$ cat src/rtl/adder_arbiter.sv
// Round-robin arbiter sharing the execute-stage adder between the ALU
// issue path and the load/store address generator, with a registered result slot.
module adder_arbiter #(
  parameter int WIDTH = 32
) (
  input  logic             i_clk,
  input  logic             i_rst,
  input  logic             i_req0_valid,
  output logic             o_req0_ready,
  input  logic [WIDTH-1:0] i_req0_a,
  input  logic [WIDTH-1:0] i_req0_b,
  input  logic [6:0]       i_req0_funct_seven,
  input  logic             i_req1_valid,
  output logic             o_req1_ready,
  input  logic [WIDTH-1:0] i_req1_a,
  input  logic [WIDTH-1:0] i_req1_b,
  input  logic [6:0]       i_req1_funct_seven,
  output logic [WIDTH-1:0] o_add_a,
  output logic [WIDTH-1:0] o_add_b,
  output logic [6:0]       o_add_funct_seven,
  input  logic [WIDTH-1:0] i_add_y,
  input  logic             i_add_c,
  input  logic             i_add_v,
  input  logic             i_add_n,
  input  logic             i_add_z,
  output logic             o_res_valid,
  input  logic             i_res_ready,
  output logic             o_res_id,
  output logic [WIDTH-1:0] o_res_y,
  output logic             o_res_c,
  output logic             o_res_v,
  output logic             o_res_n,
  output logic             o_res_z
);

  typedef enum logic {
    S_EMPTY = 1'b0,
    S_FULL  = 1'b1
  } state_t;

  state_t           r_state;
  state_t           w_state_nxt;
  logic             r_prio;
  logic             r_res_id;
  logic [WIDTH-1:0] r_res_y;
  logic             r_res_c;
  logic             r_res_v;
  logic             r_res_n;
  logic             r_res_z;
  logic             w_free;
  logic             w_gnt0;
  logic             w_gnt1;
  logic             w_gnt;

  always_comb begin
    w_free            = (r_state == S_EMPTY) || i_res_ready;
    w_gnt0            = 1'b0;
    w_gnt1            = 1'b0;
    o_add_a           = '0;
    o_add_b           = '0;
    o_add_funct_seven = '0;
    w_state_nxt       = r_state;
    if (!i_rst && w_free) begin
      // r_prio==1 prefers requester 1 when both are valid
      if (i_req0_valid && (!i_req1_valid || !r_prio))
        w_gnt0 = 1'b1;
      else if (i_req1_valid)
        w_gnt1 = 1'b1;
    end
    w_gnt = w_gnt0 || w_gnt1;
    unique case (1'b1)
      w_gnt0: begin
        o_add_a           = i_req0_a;
        o_add_b           = i_req0_b;
        o_add_funct_seven = i_req0_funct_seven;
      end
      w_gnt1: begin
        o_add_a           = i_req1_a;
        o_add_b           = i_req1_b;
        o_add_funct_seven = i_req1_funct_seven;
      end
      default: ;
    endcase
    if (w_gnt)
      w_state_nxt = S_FULL;
    else if (i_res_ready)
      w_state_nxt = S_EMPTY;
  end

  always_ff @(posedge i_clk) begin
    if (i_rst) begin
      r_state  <= S_EMPTY;
      r_prio   <= 1'b0;
      r_res_id <= 1'b0;
      r_res_y  <= '0;
      r_res_c  <= 1'b0;
      r_res_v  <= 1'b0;
      r_res_n  <= 1'b0;
      r_res_z  <= 1'b0;
    end else begin
      r_state <= w_state_nxt;
      if (w_gnt) begin
        r_res_id <= w_gnt1;
        r_res_y  <= i_add_y;
        r_res_c  <= i_add_c;
        r_res_v  <= i_add_v;
        r_res_n  <= i_add_n;
        r_res_z  <= i_add_z;
        r_prio   <= w_gnt0;
      end
    end
  end

  assign o_req0_ready = w_gnt0;
  assign o_req1_ready = w_gnt1;
  assign o_res_valid  = (r_state == S_FULL);
  assign o_res_id     = r_res_id;
  assign o_res_y      = r_res_y;
  assign o_res_c      = r_res_c;
  assign o_res_v      = r_res_v;
  assign o_res_n      = r_res_n;
  assign o_res_z      = r_res_z;

endmodule

$ cat config.mk
export PLATFORM = sky130hd
export DESIGN_NAME = adder_arbiter
export DESIGN_NICKNAME = d
export VERILOG_FILES = /design/src/rtl/adder_arbiter.sv
export SDC_FILE = /design/constraint.sdc
export NUM_CORES = 1
export LEC_CHECK = 0
export CAP_MARGIN = 20
export CORE_AREA = 8 8 108 110
export CTS_BUF_LIST = sky130_fd_sc_hd__clkbuf_8
export CTS_CLUSTER_DIAMETER = 120
export CTS_CLUSTER_SIZE = 12
export DETAILED_ROUTE_END_ITERATION = 12
export DIE_AREA = 0 0 116 118
export PLACE_DENSITY = 0.75
export RECOVER_POWER = 25
export SLEW_MARGIN = 20
export SYNTH_ARGS = -nofsm -noshare
export SYNTH_HDL_FRONTEND = slang
export SYNTH_SLANG_ARGS = --single-unit
$ cat constraint.sdc
create_clock -name i_clk -period 2.3 [get_ports i_clk]
set_input_delay 0.575 -clock i_clk [delete_from_list [all_inputs] [get_ports i_clk]]
set_output_delay 0.575 -clock i_clk [all_outputs]
set_load 0.005 [all_outputs]
==> results of run 1 <==
-- state kept, by name, indices dropped and copies added (netlist names) --
register     cells
o_res_y         32
o_res_c          1
o_res_id         1
o_res_n          1
o_res_v          1
o_res_valid      1
o_res_z          1
r_prio           1
-- through the flow --
step            util  hold slack (ns)
6_report       0.572            0.449
5_1_grt        0.572            0.487
4_1_cts        0.568            0.453
3_5_place_dp   0.540            0.442
3_3_place_gp   0.540            0.441
2_1_floorplan      -            0.448
-- cell usage in the layout (no fill, tap or decap), drive strengths merged --
cell type,netlist,routed
clkinv,0,1
nand2b,1,1
o2111a,1,1
a2111oi,1,1
inv,2,2
o21bai,2,2
a22o,71,71
dlygate4sd2,0,1
bufinv,0,1
nor2b,1,1
dfxtp,39,39
o211ai,36,36
nor2,1,1
buf,28,114
nand4,36,36
clkbuf,11,10
a21oi,1,1
clkdlybuf4s50,0,216
nand2,38,38
bufbuf,0,1
or2,1,1
-- worst max-delay path, cell delays in order --
cell	delay (ns)
buf_8	0.10
a2111oi_4	0.35
buf_6	0.17
buf_6	0.11
buf_12	0.13
buf_16	0.12
a22o_1	0.14
buf_2	0.12
-- synth_stat cells --
cell type / count / area (µm²)
o2111a_1: 1 / 11.3
a2111oi_4: 1 / 27.5
clkbuf_1: 11 / 41.3
dfxtp_1: 39 / 781
o21bai_1: 2 / 15.0
nand2_1: 38 / 143
buf_2: 14 / 70.1
a21oi_1: 1 / 5.00
a22o_1: 71 / 622
buf_6: 7 / 78.8
inv_2: 1 / 3.75
nor2_1: 1 / 3.75
nand2b_1: 1 / 6.26
nor2b_1: 1 / 6.26
buf_1: 7 / 26.3
or2_2: 1 / 6.26
nand4_1: 36 / 225
o211ai_1: 36 / 270
inv_1: 1 / 3.75
-- how the worst min path moves through the flow --
stage | from | end | cells past startpoint
global placement | o_res_id$_SDFFE_PP0P_ | o_res_id$_SDFFE_PP0P_ | 2
global route | o_res_id$_SDFFE_PP0P_ | o_res_id$_SDFFE_PP0P_ | 2
floorplan | o_res_id$_SDFFE_PP0P_ | o_res_id$_SDFFE_PP0P_ | 2
detailed placement | o_res_id$_SDFFE_PP0P_ | o_res_id$_SDFFE_PP0P_ | 2
CTS | o_res_id$_SDFFE_PP0P_ | o_res_id$_SDFFE_PP0P_ | 2
finish | o_res_id$_SDFFE_PP0P_ | o_res_id$_SDFFE_PP0P_ | 2
-- what timing repair did --
item,4_1_cts,5_1_grt
gates resized for setup,332,22
pin swaps,18,22
setup buffers,15,6
cloned,12,2
endpoints found under the setup margin,73,72
-- cells by family (layout without fill, tap and decap cells) --
family	Yosys count	in the layout
AO/OA/AOI/OAI	112	112
buffers and inverters	41	346
flip-flops	39	39
AND/OR/NAND/NOR	78	78
-- cell type report --
type | instances | area, µm² | share of cell area
clock inverter | 2 | 35.0 | 0.00612
sequential | 39 | 783 | 0.137
clock buffer | 6 | 82.6 | 0.0144
inverter | 2 | 7.51 | 0.00131
tap | 136 | 170 | 0.0297
multi-input combinational | 190 | 1380 | 0.241
timing repair buffer | 336 | 3260 | 0.571
-- metal layers --
metal	part of all wire	GRT usage	vias to the layer above	routed length (µm)
met1	0.37	0.282	1849	6720
li1	-	-	1690	-
met3	0.12	0.103	46	2170
met4	0.030	0.0941	0	544
met5	0	0	-	0
met2	0.48	0.418	265	8700
-- power by group through the flow --
stage | registers, µW | logic [µW] | clock network [µW]
2_1_floorplan | 773 | 251 | 0
3_3_place_gp | 767 | 916 | 0
3_5_place_dp | 770 | 926 | 0
4_1_cts | 755 | 982 | 615
5_1_grt | 761 | 1040 | 644
6_report | 756 | 991 | 599
==> metrics.cfg, run 1 <==
[sta]
worst_slew_pin_slew_ns=1.39
fin_ws_ns=-0.111
rsz0062_at_grt=true
fmax_mhz=415
slew_violations=0
post-route-period-util=1.05
fin_skew_ns=0.00704
tns_ns=-3.40
relSlewSlack=0.0738
hold_viol=0
setup_viol=53
finalCriticalPeriod_ns=2.41

[setup_path]
crit_arrival_ns=1.84
r2r_start=o_res_valid$_SDFFE_PP0P_
crit_path_start=i_req1_valid
rr_worst_depth=7
critical_path_peak_fanout=7
critPathRequiredTime_ns=1.73
ff2ff_setup_slack_ns=0.95
r2r-end=r_prio$_SDFFE_PP0P_
crit_path_end=o_add_a[6]
cp-end-kind=output pin
crit_path_start_kind=primary input
critPathKind=primary input to output pin

[finish]
num_antenna_cells=0
num-fill-cells=923
layout.nets=757
drive_above_1_share=0.240
postLayoutCellArea_um2=5720
area_growth_pct=144
fin_cells=711

[pwr]
power.density_nw_per_um2=410
vdd_drop_max_v=0.000551
clkPwrFrac=0.255
power.share.switching=0.273
p_comb_frac=0.423
p_int_uw=1710
power_uw=2350
netSwitchingPower_uw=641
seqPwrFrac=0.322
leakagePower_uw=0.00255

[yosys]
synth_nets=453
netlist_area_um2=2350
synth_xor_area_frac=0
synth_fa_ha_area_frac=0
synthCells=270
ys_types=19
synthSimpleGateAreaFrac=0.166
muxShareOfSynthArea=0
yosys_warnings=0
synth_compound_area_frac=0.405
ys_ff_latch=39
synth_top_family_by_area=compound AO/OA/AOI/OAI gates
avgSynthCellArea_um2=8.69
ys_seq_area_frac=0.333

[drt]
drt_iter0_markers=317
vias_per_cell=5.41
detail-route-antenna-nets=0
vias=3850
wl_per_cell_um=25.5
dr.pass1.iters=5
drt_wl_total_um=18100
route.detailed.drc=0

[clock_tree]
root_buffer=clkbuf_8
cts_tree=built
cts_hold_repair.buffers=0
clk_pin_slew_ns=0.07
numCtsBuffers=5
cts.sink_count=39
ctsLongestPathBuffers=2
clock_latency_ns=0.29
h-tree-depth=2

[placement]
dp_slack_ns=-0.963
place_area_um2=5400
globalplace.congestion=0.904
placed_cells=673
hpwl_um=13200
io_buffers=293

[outcome]
violations=negative setup slack
status=complete, but fails checks

[grt]
antenna_found_initial=0
grt_pass1_wl_um=26000
first_global_vias=3969
grt_max_degree=75
gr-total-overflow=0
grt_usage=0.253

[die]
ios=294
die_w_um=116
num_rows=37
die_h_um=118
dieArea_um2=13700
initial_utilization=0.235
core_area_um2=10000

[run]
cap_violations=0

[worst_hold_path]
hp-class=flip-flop to flip-flop

Note: power is estimated with default switching activity, not from simulation.
==> run 2, diff against run 1 <==
--- a/config.mk
+++ b/config.mk
@@ -14,6 +14,7 @@
 export DIE_AREA = 0 0 116 118
 export PLACE_DENSITY = 0.75
 export RECOVER_POWER = 25
+export SKIP_LAST_GASP = 1
 export SLEW_MARGIN = 20
 export SYNTH_ARGS = -nofsm -noshare
 export SYNTH_HDL_FRONTEND = slang
==> run 2 against run 1 <==
  * Maximum frequency fell by 0.49%
  * Count of clock-buffer cells in the layout is the same
  * Combinational power hardly changed
  * Die area unchanged
  * Clock power hardly changed
  * Core utilization grew 0.63 points
  * Setup slack got worse by 0.012 ns
  * Design area is 1.1% higher
  * Via count is 0.88% lower
  * The run still ends with negative setup slack left
  * Critical path depth stayed put
  * Sequential share of layout area fell by 0.15 points
==> metrics.cfg, run 2 (synthesis gave the netlist of run 1 again) <==
[setup_path]
r2r_start=o_res_valid$_SDFFE_PP0P_
critical-path-top-delay-family=buffers and inverters
cp_cell_sequence=buf_8, a2111oi_4, buf_6, buf_6, buf_12, clkbuf_16, a22o_1, buf_2
cp-end-kind=output pin
cpMaxStageDelayCell=a2111oi_4
crit_path_start_kind=primary input
timing.critical_path.mode_cell=buf_6
crit_arrival_ns=1.85
cpPeakStageDelay_ns=0.35
crit_buf_inv=6
crit_path_start=i_req1_valid
critPathRequiredTime_ns=1.73
critical_path_peak_fanout=6
critPathKind=primary input to output pin

[sta]
slew_violations=0
worst_slew_pin_slew_ns=0.834
relSlewSlack=0.444
hold_ws_ns=0.452
fin_skew_ns=0.00835
fmax_mhz=413
fin_ws_ns=-0.123
rsz0062_at_grt=true
post-route-period-util=1.05
finalCriticalPeriod_ns=2.42
hold_viol=0
setup_viol=52

[clock_tree]
h-tree-depth=2
clock_latency_ns=0.29
ctsLongestPathBuffers=2
cts_hold_repair.buffers=0
cts.sink_count=39
cts_tree=built
clk_pin_slew_ns=0.07
root_buffer=clkbuf_8
numCtsBuffers=5

[pwr]
seqPwrFrac=0.320
clkPwrFrac=0.254
netSwitchingPower_uw=643
vdd_drop_max_v=0.000550
power.density_nw_per_um2=408
power.share.switching=0.272
leakagePower_uw=0.00257
p_int_uw=1720
p_comb_frac=0.426

[drt]
dr.pass1.iters=4
vias=3816
dr_wl_met3_um=2120
drt_wl_total_um=18200
wl_per_cell_um=25.6
wl_met2_um=8670
detail-route-antenna-nets=0
drt_iter0_markers=263
wl_met1_um=6810
vias_per_cell=5.35
routed.top_layer=met5
route.detailed.drc=0

[finish]
area_growth_pct=147
finalCoreUtilization=0.578
largest_register_ffs=32
num_antenna_cells=0
layout.nets=759
final_cell_mix=clkdlybuf4s50_1, a22o_1, buf_2, nand2_1, dfxtp_1
num-fill-cells=922
final_common_cell=clkdlybuf4s50_1
drive_above_1_share=0.244

[outcome]
status=complete, but fails checks
violations=negative setup slack

[die]
num_rows=37
die_h_um=118
initial_utilization=0.235
core_area_um2=10000
dieArea_um2=13700
ios=294
die_w_um=116

[grt]
antenna_found_initial=1
first_global_vias=3959
grt_max_degree=75
grt_pass1_wl_um=25700
grt_usage=0.250
gr-total-overflow=0

[run]
cap_violations=0

[worst_hold_path]
hp-class=flip-flop to flip-flop
hp-start=o_res_id$_SDFFE_PP0P_

[placement]
globalplace.congestion=0.904
io_buffers=293
hpwl_um=13200

-- run 2: layer usage --
metal	up-vias	global-route usage
li1	1695	-
met5	-	0
met1	1846	0.270
met3	46	0.111
met2	227	0.421
met4	2	0.0876
-- run 2: worst register-to-register path, cell delays in order (launching register included) --
cell       delay [ns]
dfxtp_2          0.33
nor2b_4          0.13
a2111oi_4        0.20
buf_6            0.17
buf_6            0.12
buf_16           0.12
buf_4            0.11
o21bai_1         0.06
-- run 2: what timing repair did --
item | 4_1_cts | 5_1_grt
cloned | 12 | 3
endpoints found under the setup margin | 73 | 72
gates resized for setup | 287 | 66
pin swaps | 16 | 37
setup buffers | 15 | 6
-- run 2: cell type report --
class | count | area, µm² | share of cell area
clock inverter | 2 | 35.0 | 0.00606
inverter | 2 | 7.51 | 0.00130
timing repair buffer | 338 | 3330 | 0.575
sequential | 39 | 783 | 0.135
multi-input combinational | 190 | 1380 | 0.238
tap | 136 | 170 | 0.0294
clock buffer | 6 | 82.6 | 0.0143
-- run 2: worst paths after layout --
path	to	slack, ns	depth (start not counted)
setup reg to reg	o_res_id$_SDFFE_PP0P_	0.95	7
setup / recovery	o_add_a[20]	-0.12	8
hold reg to reg	o_res_id$_SDFFE_PP0P_	0.45	2
hold / removal	o_res_id$_SDFFE_PP0P_	0.45	2
-- run 2: stage by stage --
| stage | setup slack, ns | total power (µW) | std cells | area (µm²) | TNS (ns) |
|---|---|---|---|---|---|
| after global routing | -0.158 | 2460 | 713 | 5780 | -6.44 |
| after global placement | -0.876 | 1680 | 673 | 5400 | -57.93 |
| after CTS | -0.242 | 2380 | 708 | 5890 | -11.43 |
| after detailed placement | -0.963 | 1700 | 673 | 5400 | -60.23 |
| after floorplan | 0.303 | 1020 | 270 | 2350 | 0 |
| final | -0.123 | 2360 | 713 | 5780 | -4.14 |
-- run 2: power groups by stage --
| stage | sequential (µW) | combinational, µW | clock (µW) |
|---|---|---|---|
| detailed placement | 770 | 926 | 0 |
| CTS | 755 | 1010 | 615 |
| floorplan | 773 | 251 | 0 |
| global route | 762 | 1060 | 644 |
| global placement | 767 | 916 | 0 |
| finish | 756 | 1010 | 599 |
